`src/rtl/uart_rx_fifo.sv`:
```
// 8N1 UART receiver with a small show-ahead receive FIFO and sticky error flags.
// Sampling runs on the synchronised line; all outputs come straight from flops.
module uart_rx_fifo #(
    parameter int DATA_W     = 8,
    parameter int FIFO_DEPTH = 4,
    parameter int DIV_W      = 8
) (
    input  logic              clk,
    input  logic              rst,
    input  logic [DIV_W-1:0]  baud_div,
    input  logic              rx,
    input  logic              rd_en,
    input  logic              err_clr,
    output logic [DATA_W-1:0] rd_data,
    output logic              rx_valid,
    output logic              fifo_full,
    output logic              frame_err,
    output logic              overrun_err
);
    localparam int PTR_W = $clog2(FIFO_DEPTH);
    localparam int CNT_W = PTR_W + 1;
    localparam int BIT_W = $clog2(DATA_W + 1);

    typedef enum logic [2:0] {S_IDLE, S_START, S_DATA, S_STOP, S_BREAK} state_t;

    logic              sync1_q, rxs_q, rxs_prev_q;
    state_t            state_q, state_d;
    logic [DIV_W-1:0]  cnt_q, cnt_d, half_s;
    logic [BIT_W-1:0]  bit_cnt_q, bit_cnt_d;
    logic [DATA_W-1:0] shift_q, shift_d;
    logic [DATA_W-1:0] mem_q [FIFO_DEPTH];
    logic [DATA_W-1:0] mem_d [FIFO_DEPTH];
    logic [PTR_W-1:0]  wr_ptr_q, wr_ptr_d, rd_ptr_q, rd_ptr_d;
    logic [CNT_W-1:0]  count_q, count_d;
    logic [DATA_W-1:0] rd_data_q, rd_data_d;
    logic              rx_valid_q, fifo_full_q, frame_err_q, overrun_q;
    logic              frame_err_d, overrun_d;
    logic              push_s, frame_set_s, pop_s, full_s, do_push_s, overrun_set_s;

    assign half_s = baud_div >> 1;

    // Two-flop synchroniser plus previous-sample flop for start-edge detection
    always_ff @(posedge clk or negedge rst) begin
        if (!rst) begin
            sync1_q    <= 1'b1;
            rxs_q      <= 1'b1;
            rxs_prev_q <= 1'b1;
        end else begin
            sync1_q    <= rx;
            rxs_q      <= sync1_q;
            rxs_prev_q <= rxs_q;
        end
    end

    // Receive FSM next state: START samples mid-bit, DATA/STOP one full bit later
    always_comb begin
        state_d     = state_q;
        cnt_d       = cnt_q + DIV_W'(1);
        bit_cnt_d   = bit_cnt_q;
        shift_d     = shift_q;
        push_s      = 1'b0;
        frame_set_s = 1'b0;
        case (state_q)
            S_IDLE: begin
                cnt_d = '0;
                if (!rxs_q && rxs_prev_q) begin
                    state_d   = S_START;
                    bit_cnt_d = '0;
                end else begin
                    state_d = S_IDLE;
                end
            end
            S_START: begin
                if (cnt_q == half_s - DIV_W'(1)) begin
                    cnt_d   = '0;
                    state_d = rxs_q ? S_IDLE : S_DATA;
                end else begin
                    state_d = S_START;
                end
            end
            S_DATA: begin
                if (cnt_q == baud_div - DIV_W'(1)) begin
                    cnt_d     = '0;
                    shift_d   = {rxs_q, shift_q[DATA_W-1:1]};
                    bit_cnt_d = bit_cnt_q + BIT_W'(1);
                    state_d   = (bit_cnt_q == BIT_W'(DATA_W - 1)) ? S_STOP : S_DATA;
                end else begin
                    state_d = S_DATA;
                end
            end
            S_STOP: begin
                if (cnt_q == baud_div - DIV_W'(1)) begin
                    cnt_d = '0;
                    if (rxs_q) begin
                        push_s  = 1'b1;
                        state_d = S_IDLE;
                    end else begin
                        frame_set_s = 1'b1;
                        state_d     = S_BREAK;
                    end
                end else begin
                    state_d = S_STOP;
                end
            end
            S_BREAK: begin
                cnt_d   = '0;
                state_d = rxs_q ? S_IDLE : S_BREAK;
            end
            default: begin
                cnt_d   = '0;
                state_d = S_IDLE;
            end
        endcase
        // Divisors below 4 leave no room for a mid-bit sample, so reception is parked
        if (baud_div < DIV_W'(4)) begin
            state_d     = S_IDLE;
            cnt_d       = '0;
            push_s      = 1'b0;
            frame_set_s = 1'b0;
        end else begin
            state_d = state_d;
        end
    end

    // FIFO bookkeeping: a push into a full FIFO survives only with a simultaneous pop
    always_comb begin
        full_s        = (count_q == CNT_W'(FIFO_DEPTH));
        pop_s         = rd_en && (count_q != '0);
        do_push_s     = push_s && (!full_s || pop_s);
        overrun_set_s = push_s && full_s && !pop_s;
        mem_d         = mem_q;
        if (do_push_s) begin
            mem_d[wr_ptr_q] = shift_q;
        end else begin
            mem_d = mem_q;
        end
        wr_ptr_d = do_push_s ? wr_ptr_q + PTR_W'(1) : wr_ptr_q;
        rd_ptr_d = pop_s ? rd_ptr_q + PTR_W'(1) : rd_ptr_q;
        case ({do_push_s, pop_s})
            2'b10:   count_d = count_q + CNT_W'(1);
            2'b01:   count_d = count_q - CNT_W'(1);
            default: count_d = count_q;
        endcase
        rd_data_d   = mem_d[rd_ptr_d];
        frame_err_d = frame_set_s || (frame_err_q && !err_clr);
        overrun_d   = overrun_set_s || (overrun_q && !err_clr);
    end

    // State, datapath and output registers
    always_ff @(posedge clk or negedge rst) begin
        if (!rst) begin
            state_q     <= S_IDLE;
            cnt_q       <= '0;
            bit_cnt_q   <= '0;
            shift_q     <= '0;
            wr_ptr_q    <= '0;
            rd_ptr_q    <= '0;
            count_q     <= '0;
            rd_data_q   <= '0;
            rx_valid_q  <= 1'b0;
            fifo_full_q <= 1'b0;
            frame_err_q <= 1'b0;
            overrun_q   <= 1'b0;
            for (int i = 0; i < FIFO_DEPTH; i++) begin
                mem_q[i] <= '0;
            end
        end else begin
            state_q     <= state_d;
            cnt_q       <= cnt_d;
            bit_cnt_q   <= bit_cnt_d;
            shift_q     <= shift_d;
            wr_ptr_q    <= wr_ptr_d;
            rd_ptr_q    <= rd_ptr_d;
            count_q     <= count_d;
            rd_data_q   <= rd_data_d;
            rx_valid_q  <= (count_d != '0);
            fifo_full_q <= (count_d == CNT_W'(FIFO_DEPTH));
            frame_err_q <= frame_err_d;
            overrun_q   <= overrun_d;
            for (int i = 0; i < FIFO_DEPTH; i++) begin
                mem_q[i] <= mem_d[i];
            end
        end
    end

    assign rd_data     = rd_data_q;
    assign rx_valid    = rx_valid_q;
    assign fifo_full   = fifo_full_q;
    assign frame_err   = frame_err_q;
    assign overrun_err = overrun_q;
endmodule

```
`config.mk`:
```
export PLATFORM = sky130hd
export DESIGN_NAME = uart_rx_fifo
export DESIGN_NICKNAME = d
export VERILOG_FILES = /design/src/rtl/uart_rx_fifo.sv
export SDC_FILE = /design/constraint.sdc
export NUM_CORES = 1
export LEC_CHECK = 0
export ABC_AREA = 1
export CORE_ASPECT_RATIO = 0.8
export CORE_MARGIN = 1.5
export CORE_UTILIZATION = 44
export CTS_CLUSTER_DIAMETER = 60
export DETAILED_ROUTE_END_ITERATION = 7
export GPL_TIMING_DRIVEN = 0
export SLEW_MARGIN = 20
export SYNTH_ARGS = -nofsm -noshare
export SYNTH_HDL_FRONTEND = slang
export SYNTH_SLANG_ARGS = --single-unit
```
`constraint.sdc`:
```
create_clock -name clk -period 6.4 [get_ports clk]
set_clock_uncertainty 0.15 [all_clocks]
set_input_delay 1.28 -clock clk [delete_from_list [all_inputs] [get_ports clk]]
set_output_delay 1.28 -clock clk [all_outputs]
set_load 0.005 [all_outputs]
```
Word-level counts from Yosys, hierarchy flattened. Index checks and enable logic that the tools add are counted.

Word-level logic and storage cells: 101. Bits in registers: 77. Bits of input ports: 13. Output and inout port bits: 12.

$add $sub $neg: 8. Bitwise operators: 2. Reduce and logical (&&, ||, !) cells: 22. Magnitude comparators: 4. Muxes and demuxes: 33. Equality and inequality tests: 13.

Operators with widths (count): 8-bit 2-to-1 mux (6); 32-bit bitwise mux (1); 32-bit 2-to-1 mux (1); 8-bit binary-select mux with 2-bit select (1); 8-bit demux with 2-bit select (1); 8-bit == test (2); 8-bit case mux with 2 select lines (1); 3-bit case mux with 5 select lines (1); 1-bit 2-to-1 mux (11); 3-bit == test (second input constant) (3); 3-bit 2-to-1 mux (3); 8-bit by 1-bit adder with 8-bit output (second input constant) (1); 1-bit logical AND (8); 8-bit by 3-bit less-than comparator with 1-bit output (second input constant) (1); 4-bit 2-to-1 mux (2); 4-bit case mux with 2 select lines (1); 7-bit by 1-bit subtractor with 8-bit output (second input constant) (1); 8-bit by 1-bit subtractor with 8-bit output (second input constant) (1); 3-bit by 2-bit == test with 1-bit output (second input constant) (2); 3-bit >= comparator (second input constant) (2); 2-bit 2-to-1 mux (3); 2-bit inverter with 3-bit output (2); 3-bit case mux with 2 select lines (1); 3-bit nonzero test (2); other kinds (17) (24).

Longest topological paths before layout. Gate-level depths: netlist (run 1).

Depth after elaboration: 10. Depth in mapped cells: 20. Gate-level depth less buffers: 20.

Worst setup path after synthesis (run 1). OpenSTA, ideal clock, no wires.

Path type: input-to-reg. Start: input port baud_div[1]. End: register fifo_full_q, in the netlist fifo_full. Arrival: 3.306 ns. Cell stages on the path: 19. Buffers on the path: 0. Data required time: 6.179 ns. Slack: 2.873 ns. Library setup time: 0.071 ns. Path through: inv_1 > ha_1 > inv_2 > nor2_1 > nand3_1 > nand2_1 > nand2_1 > nor2_1 > nand2_1 > nor2_4 > nand2_1 > nand2_2 > inv_1 > fa_1 > inv_1 > nand3_1 > nand3_1 > nand2_1 > nor2_1.

Cells in the longest elaborated chain, start to end: 9. Elaborated cells on any way between the ends: 11. Classes of those cells: 1 x add/sub; 1 x order compare; 4 x eq/ne; 4 x mux; 1 x reduce/logical.

RTL lines: start: declaration (line 10) `input logic [DIV_W-1:0] baud_div,`; 8-bit by 1-bit subtractor with 8-bit output (line 92) `if (cnt_q == baud_div - DIV_W'(1)) begin`; 8-bit == test (line 92); 1-bit 2-to-1 mux (line 92); 1-bit 2-to-1 mux (line 63) `case (state_q)`; 1-bit 2-to-1 mux (*) (line 115) `if (baud_div < DIV_W'(4)) begin`; 1-bit logical AND (*) (line 129) `do_push_s = push_s && (!full_s || pop_s);`; 2-bit by 1-bit == test with 1-bit output / 2-bit == test (equally long branches) (line 139) `case ({do_push_s, pop_s})`; 3-bit case mux with 2 select lines (*) (line 139); 3-bit == test (*) (line 177) `fifo_full_q <= (count_d == CNT_W'(FIFO_DEPTH));`; end signal: assignment (line 177); end: declaration (line 36) `logic rx_valid_q, fifo_full_q, frame_err_q, overrun_q;`.

Mark *: on every way between the ends. The rest lies on a longest branch, timed or not. A chain may end at the register's enable or synchronous reset.

Final worst setup path (run 1). Same ends and word-level chain as after synthesis.

==> results of run 1 <==
-- Yosys cell counts (5+ instances only) --
cell and instances:
clkbuf_1 5, o21ai_0 37, inv_2 7, xor2_1 11, buf_2 5, a21oi_1 12
nand4_1 5, nand3_1 76, xnor2_1 8, dfrtp_1 74, nor3_1 5, nor2_1 37
inv_1 72, o21ai_1 6, nand2_1 218, ha_1 8
-- cell type report --
cell class,count,area [um2]
fillers,944,4570
plain buffers,14,77.6
flip-flops and latches,77,1930
multi-input cells,443,2120
inverters,81,304
repair buffers,25,265
clock buffers,16,292
well taps,136,170
-- registers in the layout, summed over array words and instances, names as in the netlist, 2 cells and up --
| name | flops |
|---|---|
| bit_cnt_q | 4 |
| rd_ptr_q | 2 |
| wr_ptr_q | 2 |
| shift_q | 8 |
| cnt_q | 8 |
| mem_q | 32 |
| count_q | 3 |
| rd_data | 8 |
| state_q | 3 |
-- cells by family after synthesis --
group,after synthesis,synth area share [%]
compound gates,61,7.34
xor+xnor,20,4.12
fa+ha+maj,9,2.71
buf+inv,95,8.61
flops,77,43.6
mux,1,0.254
simple gates,352,33.4
-- worst max path at each step --
stage	end	slack, ns
floorplan	fifo_full	2.87
global placement	mem_q[12]	1.14
detailed placement	fifo_full	1.98
CTS	fifo_full	2.29
global route	fifo_full	2.02
finish	fifo_full	2.28
-- layout by cell type, fill, tap and decap left out, types with 2 or more instances in the layout --
cell / instances
xnor2_1: 8
inv_1: 72
nor2_1: 37
xor2_1: 11
clkinv_1: 2
nand2_2: 3
clkbuf_8: 4
clkbuf_1: 8
buf_2: 5
ha_1: 8
o22ai_1: 3
o21ai_0: 37
nor3_1: 5
dfstp_2: 3
clkdlybuf4s50_1: 23
buf_6: 2
or2_2: 2
inv_2: 7
nand2_1: 218
clkbuf_16: 9
buf_4: 2
o21ai_1: 6
nand4_1: 5
nand3_1: 76
dfrtp_1: 74
a21oi_1: 12
-- power by group through the flow --
stage	Combinational [mW]	Clock, mW	Sequential (mW)
after floorplan	0.339	0	0.593
after global placement	0.506	0	0.600
after detailed placement	0.512	0	0.601
after CTS	0.518	0.503	0.593
after global routing	0.584	0.524	0.599
final	0.519	0.489	0.593
-- layer usage --
metal / track usage, % / routed length (um) / vias up
li1: - / - / 2008
met1: 32.7 / 5550 / 1825
met2: 30.3 / 4340 / 106
met3: 5.17 / 596 / 9
met4: 6.07 / 113 / 0
met5: 0 / 0 / -
-- metrics by stage --
stage	worst slack, ns	util [%]
after floorplan	2.87	-
after global placement	1.14	49.8
after detailed placement	1.98	50.0
after CTS	2.29	53.0
after global routing	2.02	53.0
final	2.28	53.0
==> impl_results.md, run 1 <==
- Reg-to-reg critical path endpoint: fifo_full
- Top cells by area, synth: dfrtp_1, nand2_1, nand3_1
- Critical path type: primary input to flip-flop
- P_sw: 0.551 mW
- CTS Buf Count: 9
- # rows: 32
- Worst Setup SP: baud_div[1]
- DR pass1 iterations: 5
- Final Non-Filler Cells: 792
- Largest net degree at the start of global routing: 50
- Worst EP required: 6.52 ns
- Mapped cell area: 0.00443 mm2
- Yosys top cell area share: 41.8%
- Startpoint Class: primary input
- CP arrival: 4.24 ns
- Max-Cap Viols: 0
- Hold Path End: rxs_q
- Area Growth Syn to Fin: 16.4%
- Clock power share: 30.5%
- FF-to-FF path depth: 19
- Grt total ovfl: 0
- R2r setup slk: 3.55 ns
- Post-CTS sizing: 0
- Initial drt markers: 299
- DR vias/cell: 4.98
- Die Wd: 115 um
- Number of global-route vias before repair: 3703
- Initial antenna violation count: 0
- CP top delay family: simple AND/OR/NAND/NOR gates
- Fmax: 243 MHz
- Synth unique cells: 36
- Pint: 1.05 mW
- Setup Fix Bufs, Post-CTS: 0
- Nets: 673
- Synth Net Count: 637
- Worst-Margin Slew: 0.719 ns
- HPWL after DPL: 7860 um
- Clock Sink Count: 77
- Die ar.: 0.0107 mm2
- Yosys top cell by area: dfrtp_1
- Final Hold Viols: 0
- HP Class: flip-flop to flip-flop
- EDFF count, synth: 0
- Peak VDD IR: 0.183 mV
- Routed via count: 3948
- Switching Fraction: 34.4%
- ANT cells: 0
- Placed cell area: 0.00487 mm2
- Async S/R FF share, synth: 100%
- PD cells: 310 mW/mm2
- Placed insts: 776
- Hold_ws: 0.205 ns
- Share of layout cells above drive strength 1: 6.71%
- IO buf count: 24
- Max stage delay on crit path: 0.45 ns
- Yosys warning count: 0
- Clock Latency Late Sink: 0.33 ns
- Critical Path Sink Type: flip-flop
- Worst Min Path Start: sync1_q
- Run status: completed
- Tmin final: 4.12 ns
- WP depth: 20
- H-tree depth: 3
- Ports: 25
- # setup viols final: 0
- Hold buffer count at CTS: 0
- WHS Path Cells: 0
- Slew Limit Fails: 0
- DIE HEIGHT: 92.8 um
- Crit path buffers/inverters: 5
- Final RePlAce weighted congestion: 0.884
- CTS tree: built
- Unrepaired setup endpoints after global routing: no
- Max-slew headroom: 51.7%
- Worst path cell trace: clkdlybuf4s50_1 > inv_1 > ha_1 > inv_2 > nor2_1 > nand3_1 > nand2_1 > nand2_1 > nor2_1 > nand2_1 > nor2_4 > nand2_1 > nand2_2 > inv_1 > fa_1 > inv_1 > nand3_1 > nand3_1 > nand2_1 > nor2_1
- Initial Utilization: 45.5%
- Total chip power: 1.60 mW
- Setup TNS: 0 ns
- Post-synthesis register bit count: 77
- Ys flop type: dfrtp_1
- Worst-path fanout max: 6
- Sequential cell area fraction in the yosys report: 43.6%
- Slowest-stage cell, CP: clkdlybuf4s50_1
- DRC Markers: 0
- Gate power share: 32.4%
- Worst-path clk slew: 0.05 ns
- Placeable Area: 0.00973 mm2
- Final wirelength: 10600 um
- LEAKAGE: 2.58 nW
- Gate Count Post-Synth: 615
- DR WL/cell: 13.4 um
- Clk root buf: clkbuf_16
- Critical path's most frequent cell: nand2_1
- Worst r2r src: cnt_q[3]
- Sequential power share: 37.1%
- First-pass GRT wire length: 17900 um
- Post-Layout Inst Area: 0.00516 mm2
- Overall Global Routing Usage: 21.6%
- Synth Area per Inst: 7.20 um2
- Clock Path Buffers: 2
- Tcrit/Tclk final: 64.4%
- Final ANT Viol Nets: 0
Note: power is estimated with default switching activity, not from simulation.
==> run 2: changes to the inputs <==
- clock period: 6.4 -> 4.1 ns (I/O delays scaled with it)
==> results of run 2 <==
The final DEF is identical to that of run 1. Status: completed.
Among the figures that moved: setup slack after placement 1.98 ns -> 0.143 ns; setup slack after layout 2.28 ns -> 0.439 ns; register-to-register setup slack 3.55 ns -> 1.25 ns; total power 1.60 mW -> 2.50 mW; worst IR drop on VDD 0.183 mV -> 0.286 mV
==> run 3: changes to the inputs <==
- CTS_CLUSTER_SIZE: unset -> 12
- PLACE_DENSITY_LB_ADDON: unset -> 0.05
==> impl_results.md, run 3 (same netlist as run 1, synthesis figures left out) <==
- Final core utilization: 53.6% (+0.58 points)
- Ports: 25 (unchanged)
- Worst-path clk slew: 0.06 ns (about the same)
- Setup WS pre-CTS: 0.155 ns
- Final RePlAce weighted congestion: 0.878 (-0.72%)
- Met3 wire len: 566 um (-5.0%)
- Gate power share: 30.5% (-1.9 points)
- Fmax: 280 MHz
- Worst r2r src: cnt_q[3]
- Metal-1 WL: 5720 um (+3.1%)
- CTS tree: built
- DR vias/cell: 4.95 (-0.79%)
- Switching Fraction: 33.6%
- Max stage delay on crit path: 0.44 ns (about the same)
- Total chip power: 2.65 mW
- Worst path cell trace: clkdlybuf4s50_1 > inv_1 > ha_1 > inv_2 > nor2_1 > nand3_1 > nand2_1 > nand2_1 > nor2_1 > nand2_1 > nor2_4 > nand2_1 > nand2_2 > inv_1 > fa_1 > inv_1 > nand3_1 > nand3_1 > nand2_1 > nor2_1
- CTS Buf Count: 9 (unchanged)
- Startpoint Class: primary input
- Clock Sink Count: 77 (unchanged)
- P_sw: 0.890 mW
- Unrepaired setup endpoints after global routing: no
- Most frequent cells in the layout: nand2_1, nand3_1, dfrtp_1
- Critical Path Sink Type: flip-flop
- Max reg flops: 32 (unchanged)
- PD cells: 508 mW/mm2
- ANT cells: 0 (unchanged)
- Run status: completed
- Share of layout cells above drive strength 1: 7.16% (+0.46 points)
- Initial antenna violation count: 0 (unchanged)
- Critical path type: primary input to flip-flop
- Worst-Margin Slew: 0.809 ns (+0.0903 ns)
- Worst Setup EP: fifo_full
- Routed via count: 3917 (-0.79%)
- HPWL after DPL: 8000 um (+1.7%)
- Slowest-stage cell, CP: clkdlybuf4s50_1
- Setup Fix Bufs, Post-CTS: 0 (unchanged)
- DR pass1 iterations: 5 (unchanged)
- DR WL/cell: 13.5 um (+1.1%)
- Crit path buffers/inverters: 5 (unchanged)
- Placed cell area: 0.00487 mm2 (unchanged)
- HP Class: flip-flop to flip-flop
- WP depth: 20 (unchanged)
- Initial Utilization: 45.5% (unchanged)
- Area Growth Syn to Fin: 17.7%
- Nets: 673 (unchanged)
- Grt total ovfl: 0 (unchanged)
- CP arrival: 3.69 ns
- Clock Path Buffers: 2 (unchanged)
- H-tree depth: 3 (unchanged)
- Die Wd: 115 um (unchanged)
- Post-CTS sizing: 0 (unchanged)
- Largest Register: mem_q
- Final ANT Viol Nets: 0 (unchanged)
- CP top delay family: simple AND/OR/NAND/NOR gates
- Worst Setup SP: baud_div[1]
- Max-slew headroom: 45.7% (-6.1 points)
- LEAKAGE: 2.60 nW (+0.74%)
- Highest routed layer: met4
- Clock power share: 34.7% (+4.2 points)
- Final wirelength: 10700 um (+1.1%)
- Tcrit/Tclk final: 87.2%
- DIE HEIGHT: 92.8 um (unchanged)
- Number of global-route vias before repair: 3650 (-1.4%)
- First-pass GRT wire length: 17900 um (-0.31%)
- Max-Cap Viols: 0 (unchanged)
- Tmin final: 3.58 ns
- Pint: 1.76 mW
- R2r setup slk: 1.35 ns
- # rows: 32 (unchanged)
- Worst EP required: 4.22 ns
- # setup viols final: 0 (unchanged)
- Critical path's most frequent cell: nand2_1
- Final Hold Viols: 0 (unchanged)
- Post-Layout Inst Area: 0.00521 mm2 (+1.1%)
- Slew Limit Fails: 0 (unchanged)
- Initial drt markers: 250 (-16%)
- Largest net degree at the start of global routing: 57 (+14%)
- Hold_ws: 0.207 ns (+0.00186 ns)
- Hold buffer count at CTS: 0 (unchanged)
- Clk root buf: clkbuf_16
- Worst-path fanout max: 6 (unchanged)
- Overall Global Routing Usage: 21.8% (+0.19 points)
- Die ar.: 0.0107 mm2 (unchanged)
- Commonest non-fill, non-tap cell in the layout: nand2_1
- IO buf count: 24 (unchanged)
- DRC Markers: 0 (unchanged)
- Final worst slack: 0.525 ns
- Placeable Area: 0.00973 mm2 (unchanged)
- Peak VDD IR: 0.283 mV
- FF-to-FF path depth: 19 (unchanged)
- Reg-to-reg critical path endpoint: fifo_full
- Clock Latency Late Sink: 0.34 ns (about the same)
- Sequential power share: 34.8% (-2.3 points)
- Met2 routed WL: 4270 um (-1.7%)
[run 3: cell type report]
cell class                 count  area (um2)
inverter                      81         304
tap                          136         170
clock inverter                 7         123
fill                         969        4520
sequential                    77        1930
multi-input combinational    443        2120
buffer                        14        77.6
timing repair buffer          25         265
clock buffer                   9         225
[run 3: metal layers]
metal | global-route usage (%) | vias up
li1 | - | 2008
met1 | 33.8 | 1792
met2 | 29.8 | 101
met3 | 4.58 | 16
met4 | 6.69 | 0
met5 | 0 | -
[run 3: how the worst min path moves through the flow]
stage	startpoint	endpoint	slack, ns	cells past startpoint
after CTS	sync1_q	rxs_q	0.21	0
after detailed placement	sync1_q	rxs_q	0.20	0
after global routing	sync1_q	rxs_q	0.21	0
after global placement	sync1_q	rxs_q	0.20	0
final	sync1_q	rxs_q	0.21	0
after floorplan	sync1_q	rxs_q	0.20	0
[run 3: stage by stage]
stage	TNS (ns)	instances
final	0	792
after global placement	-53.94	775
after detailed placement	0	776
after floorplan	0	615
after CTS	0	792
after global routing	0	792
[run 3: power groups by stage]
stage / logic (mW) / clock network, mW / registers [mW]
floorplan: 0.529 / 0 / 0.926
global route: 0.908 / 0.964 / 0.935
detailed placement: 0.808 / 0 / 0.936
global placement: 0.791 / 0 / 0.934
CTS: 0.813 / 0.938 / 0.923
finish: 0.809 / 0.917 / 0.921
